### config.mk
export PLATFORM = sky130hd
export DESIGN_NAME = fifo_push_arb
export DESIGN_NICKNAME = d
export VERILOG_FILES = /design/src/rtl/fifo_pkg.sv /design/src/rtl/rr_arb_pick.sv /design/src/rtl/fifo_push_arb.sv
export SDC_FILE = /design/constraint.sdc
export NUM_CORES = 1
export LEC_CHECK = 0
export ABC_AREA = 1
export BUFFER_PORTS_ARGS = -buffer_cell sky130_fd_sc_hd__buf_2
export CAP_MARGIN = 20
export CORE_UTILIZATION = 23
export DETAILED_ROUTE_END_ITERATION = 7
export PLACE_DENSITY = 0.63
export SETUP_SLACK_MARGIN = 0.3
export SLEW_MARGIN = 20
export SYNTH_ARGS = -nofsm -noshare
export SYNTH_HDL_FRONTEND = slang
export SYNTH_SLANG_ARGS = --single-unit
### constraint.sdc
create_clock -name clk_i -period 3.2 [get_ports clk_i]
set_clock_uncertainty 0.15 [all_clocks]
set_input_delay 0.48 -clock clk_i [delete_from_list [all_inputs] [get_ports clk_i]]
set_output_delay 0.48 -clock clk_i [all_outputs]
set_load 0.02 [all_outputs]
### src/rtl/fifo_pkg.sv
// Shared types and helpers for the FIFO push/pop schedulers.
// Holds the arbiter state encoding and the modulo round-robin increment.
package fifo_pkg;

    typedef enum logic [0:0] {
        ARB_IDLE  = 1'b0,
        ARB_BURST = 1'b1
    } arb_state_e;

    // Wraps at n, so non-power-of-2 requester counts rotate correctly.
    function automatic int unsigned rr_next(input int unsigned ptr, input int unsigned n);
        return (ptr + 1 >= n) ? 0 : ptr + 1;
    endfunction

endpackage

### src/rtl/rr_arb_pick.sv
// Combinational round-robin pick: first valid requester at or above rr_ptr, wrapping.
// Falls back to rr_ptr when no requester is valid.
module rr_arb_pick #(
    parameter  int N_REQ = 4,
    localparam int IDW   = $clog2(N_REQ)
) (
    input  logic [N_REQ-1:0] valid,
    input  logic [IDW-1:0]   rr_ptr,
    output logic [IDW-1:0]   pick,
    output logic             any_valid
);

    // Scan offsets from far to near so the nearest valid candidate wins.
    always_comb begin
        int unsigned cand;
        logic [IDW-1:0] cand_idx;
        pick      = rr_ptr;
        any_valid = 1'b0;
        cand      = 0;
        cand_idx  = '0;
        for (int k = N_REQ - 1; k >= 0; k--) begin
            cand = 32'(rr_ptr) + 32'(k);
            if (cand >= N_REQ) begin
                cand = cand - N_REQ;
            end
            cand_idx = IDW'(cand);
            if (valid[cand_idx]) begin
                pick      = cand_idx;
                any_valid = 1'b1;
            end
        end
    end

endmodule

### src/rtl/fifo_push_arb.sv
// Burst-aware round-robin arbiter sharing one sync_fifo push port among N_REQ requesters.
// Define FIFO_PUSH_ARB_TAG_EN to prepend the grant index to each pushed payload.
module fifo_push_arb
    import fifo_pkg::*;
#(
    parameter  int N_REQ     = 4,
    parameter  int WIDTH     = 32,
    parameter  int MAX_BURST = 4,
    localparam int IDW       = $clog2(N_REQ),
    localparam int CW        = $clog2(MAX_BURST + 1),
`ifdef FIFO_PUSH_ARB_TAG_EN
    localparam int DW        = WIDTH + IDW
`else
    localparam int DW        = WIDTH
`endif
) (
    input  logic                   clk_i,
    input  logic                   rst_ni,
    input  logic [N_REQ-1:0]       req_valid_i,
    output logic [N_REQ-1:0]       req_ready_o,
    input  logic [N_REQ*WIDTH-1:0] req_data_i,
    input  logic                   fifo_full_i,
    output logic                   fifo_push_o,
    output logic [DW-1:0]          fifo_data_o,
    output logic [IDW-1:0]         grant_id_o,
    output logic                   busy_o
);

    arb_state_e     state_q, state_d;
    logic [IDW-1:0] rr_ptr_q, rr_ptr_d;
    logic [IDW-1:0] owner_q, owner_d;
    logic [CW-1:0]  beat_cnt_q, beat_cnt_d;

    logic [IDW-1:0] pick;
    logic           any_valid;
    logic           owner_valid;
    logic           burst_done;
    logic [IDW-1:0] grant;
    logic [WIDTH-1:0] payload;

    rr_arb_pick #(.N_REQ(N_REQ)) u_pick (
        .valid     (req_valid_i),
        .rr_ptr    (rr_ptr_q),
        .pick      (pick),
        .any_valid (any_valid)
    );

    assign owner_valid = req_valid_i[owner_q];
    // A full burst is retired in the following cycle, which is the bubble between grants.
    assign burst_done  = (beat_cnt_q == CW'(MAX_BURST));

    always_ff @(posedge clk_i or negedge rst_ni) begin
        if (!rst_ni) begin
            state_q    <= ARB_IDLE;
            rr_ptr_q   <= '0;
            owner_q    <= '0;
            beat_cnt_q <= '0;
        end else begin
            state_q    <= state_d;
            rr_ptr_q   <= rr_ptr_d;
            owner_q    <= owner_d;
            beat_cnt_q <= beat_cnt_d;
        end
    end

    always_comb begin
        state_d    = state_q;
        rr_ptr_d   = rr_ptr_q;
        owner_d    = owner_q;
        beat_cnt_d = beat_cnt_q;
        case (state_q)
            ARB_IDLE: begin
                if (any_valid && !fifo_full_i) begin
                    owner_d = pick;
                    if (MAX_BURST == 1) begin
                        rr_ptr_d   = IDW'(rr_next(32'(pick), N_REQ));
                        beat_cnt_d = '0;
                    end else begin
                        beat_cnt_d = CW'(1);
                        state_d    = ARB_BURST;
                    end
                end
            end
            ARB_BURST: begin
                if (!owner_valid || burst_done) begin
                    state_d    = ARB_IDLE;
                    rr_ptr_d   = IDW'(rr_next(32'(owner_q), N_REQ));
                    beat_cnt_d = '0;
                end else if (!fifo_full_i) begin
                    beat_cnt_d = beat_cnt_q + CW'(1);
                end
            end
            default: state_d = ARB_IDLE;
        endcase
    end

    // Outputs are forced low while reset is held, independent of the clock.
    always_comb begin
        req_ready_o = '0;
        grant       = rr_ptr_q;
        busy_o      = 1'b0;
        case (state_q)
            ARB_IDLE: begin
                grant = pick;
                if (any_valid && !fifo_full_i) begin
                    req_ready_o[pick] = 1'b1;
                end
            end
            ARB_BURST: begin
                grant  = owner_q;
                busy_o = 1'b1;
                if (owner_valid && !fifo_full_i && !burst_done) begin
                    req_ready_o[owner_q] = 1'b1;
                end
            end
            default: ;
        endcase
        if (!rst_ni) begin
            req_ready_o = '0;
            grant       = '0;
            busy_o      = 1'b0;
        end

        payload = '0;
        for (int k = 0; k < N_REQ; k++) begin
            if (grant == IDW'(k)) begin
                payload = req_data_i[k*WIDTH +: WIDTH];
            end
        end
        if (!rst_ni) begin
            payload = '0;
        end

        grant_id_o  = grant;
        fifo_push_o = |(req_valid_i & req_ready_o);
`ifdef FIFO_PUSH_ARB_TAG_EN
        fifo_data_o = {grant, payload};
`else
        fifo_data_o = payload;
`endif
    end

endmodule
======== After elaboration in Yosys (flattened, before gate mapping) ========
Cells that the tools add are included.
operators by class
  add/subtract/negate cells ............... 9
  multiply operators ...................... 0
  divide/modulo/power cells ............... 0
  $lt $le $gt $ge ......................... 13
  equality and inequality tests ........... 6
  shifts and indexed selects .............. 0
  muxes and demuxes ....................... 47
  bitwise operators ....................... 2
  reductions and logical operators ........ 14
operators by type and width
  operator             count
  $mux 32              5
  $mux 2               10
  $lt 2x3->1 const B   6
  $mux 1               15
  $ge 3x3->1 const B   4
  $mux 4               3
  $bmux 1 s2           5
  $mux 3               3
  $pmux 4 s2           1
  $sub 2x1->2 const B  4
  $add 2x1->3 const B  2
  $add 2x2->3 const B  2
  $pmux 3 s2           1
  $reduce_and 2->1     3
  $logic_and 1x1->1    5
  $and 4x4->4          1
  $demux 1 s2          2
  $eq 2x2->1 const B   2
  $ge 2x1->1 const B   2
  $pmux 2 s2           1
  $reduce_or 4->1      1
  $add 3x1->3 const B  1
  $eq 3x3->1 const B   1
  $ge 2x3->1 const B   1
  other kinds (8)      10
storage, ports and cells
  flip-flop bits (word level) ............. 8
  latch bits .............................. 0
  memory bits (writable) .................. 0
  ROM bits ................................ 0
  input port bits ......................... 135
  memories ................................ 0

======== Depth between registers and ports, before layout ========
  depth in word-level cells ............... 18
  depth in mapped cells ................... 20

======== Modules after synthesis ========
From an unflattened synthesis, not the netlist that was laid out.
unflattened totals
  cell total of the unflattened synthesis .. 361
  area, all modules ....................... 1919.3 µm²
modules (own cells, without submodules)
  module         instances  cells an instance  area an instance (µm²)  seq. area each (µm²)
  fifo_push_arb  1          308                1685.4                  200.2
  rr_arb_pick    1          53                 234.0                   0.0

======== Worst setup path before layout ========
Ideal clock, no wire load.
  kind .................................... input to output
  from .................................... input port req_valid_i[3]
  to ...................................... output port fifo_push_o
  arrival time ............................ 2196 ps
  path slack .............................. 374 ps
  cell stages on the path ................. 12
  cells stage by stage .................... inv_1 -> nand2_1 -> nand3_1 -> nand2_1 -> inv_1 -> nand3_1 -> nand2_1 -> nor2_1 -> nand3_1 -> o21ai_0 -> nand2_1 -> nand4_1
on the way
  cells in the longest elaborated chain, start to end .. 15
RTL lines
  item                                                            RTL line              text
  from (decl)                                                     fifo_push_arb.sv:19   input logic [N_REQ-1:0] req_valid_i,
  $bmux 1 s2                                                      rr_arb_pick.sv:27     if (valid[cand_idx]) begin
  $mux 1 (implied by the code)                                    rr_arb_pick.sv:27
  $mux 2 (4 in series)                                            rr_arb_pick.sv:27
  $lt 2x3->1 (implied by the code) or $ge 2x1->1 (tied branches)  fifo_push_arb.sv:106  req_ready_o[pick] = 1'b1;
  $logic_and 1x1->1 (implied by the code)                         fifo_push_arb.sv:106
  $mux 1 (implied by the code)                                    fifo_push_arb.sv:106
  $demux 1 s2                                                     fifo_push_arb.sv:106
  $mux 4                                                          fifo_push_arb.sv:105  if (any_valid && !fifo_full_i) begin
  $pmux 4 s2 *                                                    fifo_push_arb.sv:102  case (state_q)
  $mux 4 *                                                        fifo_push_arb.sv:118  if (!rst_ni) begin
  net req_ready_o[0]                                              fifo_push_arb.sv:20   output logic [N_REQ-1:0] req_ready_o,
  $and 4x4->4 *                                                   fifo_push_arb.sv:135  fifo_push_o = |(req_valid_i & req_ready_o);
  $reduce_or 4->1 *                                               fifo_push_arb.sv:135
  to (decl)                                                       fifo_push_arb.sv:23   output logic fifo_push_o,
Mark *: on every way through the listed nets, which the timed path passes. The rest lies on a longest branch. The select of a mux whose other input is x is not followed.

======== Worst setup path after layout ========
  from .................................... register rr_ptr_q[1]
  to ...................................... output port fifo_data_o[31]
on the way
  cells in the longest elaborated chain, start to end .. 17
RTL lines
  item                                       RTL line                              text
  from (decl)                                fifo_push_arb.sv:30                   logic [IDW-1:0] rr_ptr_q, rr_ptr_d;
  from (signal assigned)                     fifo_push_arb.sv:60                   rr_ptr_q <= rr_ptr_d;
  $add 2x2->3                                rr_arb_pick.sv:22                     cand = 32'(rr_ptr) + 32'(k);
  $ge 3x3->1 or $sub 2x1->2 (tied branches)  rr_arb_pick.sv:23, rr_arb_pick.sv:24
  $mux 2                                     rr_arb_pick.sv:23                     if (cand >= N_REQ) begin
  $bmux 1 s2                                 rr_arb_pick.sv:27
  $mux 1 (implied by the code)               rr_arb_pick.sv:27
  $mux 2 (3 in series)                       rr_arb_pick.sv:27
  $mux 2 *                                   rr_arb_pick.sv:27
  $pmux 2 s2 *                               fifo_push_arb.sv:102
  $mux 2 *                                   fifo_push_arb.sv:118
  $logic_not 2->1                            fifo_push_arb.sv:126                  if (grant == IDW'(k)) begin
  $mux 32 (3 in series)                      fifo_push_arb.sv:126
  $mux 32 *                                  fifo_push_arb.sv:126
  $mux 32 *                                  fifo_push_arb.sv:130                  if (!rst_ni) begin
  to (decl)                                  fifo_push_arb.sv:24                   output logic [DW-1:0] fifo_data_o,
Mark *: on every way between the ends. The rest lies on a longest branch, timed or not. The select of a mux whose other input is x is not followed.

==> results.json <==
{
  "place.gp.congestion": 0.963,
  "leakage_uw": 0.00238,
  "cp_max_fo": 7,
  "antenna_cells": 0,
  "synth_top_area_frac": 0.225,
  "status": "finished clean",
  "grt.total_usage": 0.195,
  "cts_max_level": 1,
  "routed-via-count": 3525,
  "postSynthNetCount": 565,
  "synth_top_family_by_area": "simple AND/OR/NAND/NOR gates",
  "crit_end": "fifo_data_o[31]",
  "dp_worst_setup_slack_ns": 0.163,
  "yosys-top-cells-count": "nand2_1, o21ai_0, inv_1",
  "ys_ff_latch": 8,
  "die_w_um": 99.4,
  "slew_headroom": 0.726,
  "grt_pass1_wl_um": 15500,
  "cts_buffer_depth": 2,
  "synth_edf_count": 0,
  "routedWlPerCell_um": 14.5,
  "synthAdderAreaFrac": 0.0401,
  "design_area_um2": 4160,
  "final_hold_viol_count": 0,
  "cts_buffers": 3,
  "drive_above_1_share": 0.514,
  "met1_length_um": 4540,
  "post-route-min-period_ns": 3.08,
  "dr.max_layer_used": "met4",
  "start_util": 0.237,
  "drc_errors": 0,
  "area_growth_pct": 90.8,
  "root_buffer": "clkbuf_8",
  "synth-simple-area-share": 0.478,
  "startpoint_type": "flop",
  "path_class": "flop to primary output",
  "setup_viol": 0,
  "ant_nets": 0,
  "placed_area_um2": 3130,
  "ys_seq_area_frac": 0.0917,
  "hp-class": "input port to asynchronous set/reset pin",
  "finalMaxSlewViolations": 0,
  "die_h_um": 99.4,
  "wl_um": 10600,
  "clkLatencyLatePin_ns": 0.24,
  "grt_antenna_before_repair": 0,
  "grt-ovfl-total": 0,
  "rows": 35,
  "synth_area_leaders": "nand2_1, o21ai_0, nand3_1, dfrtp_1, inv_1",
  "cts_tree": "done",
  "worstRegToRegCells": 12,
  "synthMuxAreaShare": 0,
  "core_area_um2": 9200,
  "grt_pass1_vias": 3204,
  "cts.clk_slew.worst_paths_ns": 0.05,
  "drt_first_pass_iters": 4,
  "synth_cell_types": 23,
  "synth_most_common_cell": "nand2_1",
  "cts_num_sinks": 8,
  "io_buffers": 174,
  "crit-reg2reg-launch": "rr_ptr_q[0]",
  "period_share": 0.963,
  "num_io_pins": 175,
  "worst_slew_pin_slew_ns": 0.410,
  "synthCells": 423,
  "required_ns": 2.57,
  "instances_no_fill": 728,
  "p_per_area_nw_per_um2": 913,
  "synth_ff_type": "dfrtp_1",
  "arrival_ns": 2.45,
  "synth_compound_area_frac": 0.214,
  "regToRegEndpoint": "beat_cnt_q[0]",
  "dieArea_um2": 9880,
  "dr_wl_met3_um": 521,
  "setup_tns_ns": 0,
  "irDropWorstVdd_mv": 0.248,
  "drt_iter0_drc": 166,
  "synthXorXnorAreaFrac": 0.00401,
  "fin_nets": 761,
  "reg2reg_slack_ns": 1.19,
  "netlist_area_um2": 2180,
  "async_flop_share": 1.00,
  "layout_setup_ws_ns": 0.118,
  "yosys_warnings": 0,
  "rsz0062_at_grt": "yes",
  "routed_via_density": 4.84,
  "syn_avg_cell_area_um2": 5.16,
  "cp-startpoint": "rr_ptr_q[1]",
  "drv_cap": 0,
  "cp-end-kind": "primary output",
  "synth_top_cell_by_area": "nand2_1",
  "fmax_mhz": 324,
  "grt_max_degree": 34,
  "place_hpwl_um": 6510,
  "report.power.total_uw": 3800,
  "wl_met2_um": 5360,
  "place_inst": 691
}
## cells in the final DEF, fill, tap and decap left out, types with 2 or more instances in the layout
cell type	count
nand2_8	3
buf_6	13
clkbuf_16	2
o21ai_1	24
buf_16	7
nand3_1	39
o21ai_2	5
nor3_1	2
nand4_1	2
a21oi_1	18
buf_4	45
dfrtp_1	6
nand3_2	9
nor2_4	3
inv_1	50
or2_2	21
ha_1	7
clkbuf_8	3
nand2_4	21
buf_2	142
nand2_2	11
nand3_4	4
inv_2	3
nand2_1	105
a21oi_2	10
o21ai_0	35
nor2_1	10
buf_12	6
nor2_2	2
dfrtp_2	2
## repair_timing
item / in CTS / in global routing
endpoints found under the setup margin: 36 / 37
endpoints found under the hold margin: 0 / 0
buffers inserted: 20 / 5
hold buffers: 0 / 0
cloned: 7 / 2
resized for setup: 102 / 74
pin swaps: 42 / 24
## power by group
| group | total, uW | leakage (uW) | internal [uW] | switching, uW |
|---|---|---|---|---|
| logic | 3440 | 0.00226 | 1510 | 1930 |
| clock network | 129 | 0.0000216 | 82.1 | 46.7 |
| registers | 231 | 0.0000979 | 151 | 79.6 |
## through the flow
| stage | utilization | hold slack [ns] |
|---|---|---|
| after floorplan | - | 0.0344 |
| after global placement | 0.340 | 0.318 |
| after detailed placement | 0.340 | 0.327 |
| after CTS | 0.415 | 0.0745 |
| after global routing | 0.453 | 0.100 |
| final | 0.453 | 0.0804 |
## routing by layer
metal  GRT usage  up-vias
met5           0        -
met4      0.0441        0
met3      0.0211       22
met2       0.353      178
met1       0.247     1572
li1            -     1753
## flip-flops by register name, indices dropped and copies added (netlist names)
name and flops:
rr_ptr_q 2, beat_cnt_q 3, owner_q 2, state_q 1
## layout make-up
type	count	area, um^2
Fill cell	927	5030
Multi-Input combinational cell	334	1980
Clock buffer	3	41.3
Timing Repair Buffer	216	1570
Inverter	56	225
Sequential cell	8	203
Tap cell	111	139
## cell families after synthesis
group / count (synthesis)
adder cells (fa/ha/maj): 7
AND/OR/NAND/NOR: 233
flip-flops: 8
AO/OA/AOI/OAI: 93
buffers and inverters: 81
XOR/XNOR: 1
## critical path, cell delays in order (launching register included)
cell and delay [ns]:
dfrtp_2 0.48, inv_4 0.09, buf_4 0.15, o21ai_1 0.12, nand3_2 0.11, nand3_2 0.08, nand2_2 0.07, nand2_4 0.08
nand2_4 0.07, nand2_8 0.11, buf_6 0.12, nand2_8 0.09, buf_4 0.17, buf_16 0.14, a21oi_1 0.14, buf_4 0.17
## worst min-delay path by stage
stage	end	startpoint	slack (ns)	depth (start not counted)
finish	owner_q[1]	rst_ni	0.08	2
global route	owner_q[1]	rst_ni	0.10	2
CTS	owner_q[0]	rst_ni	0.07	2
detailed placement	owner_q[0]	rst_ni	0.33	2
global placement	owner_q[1]	rst_ni	0.32	2
floorplan	beat_cnt_q[0]	rst_ni	0.03	0
(Power assumes the default switching activity.)
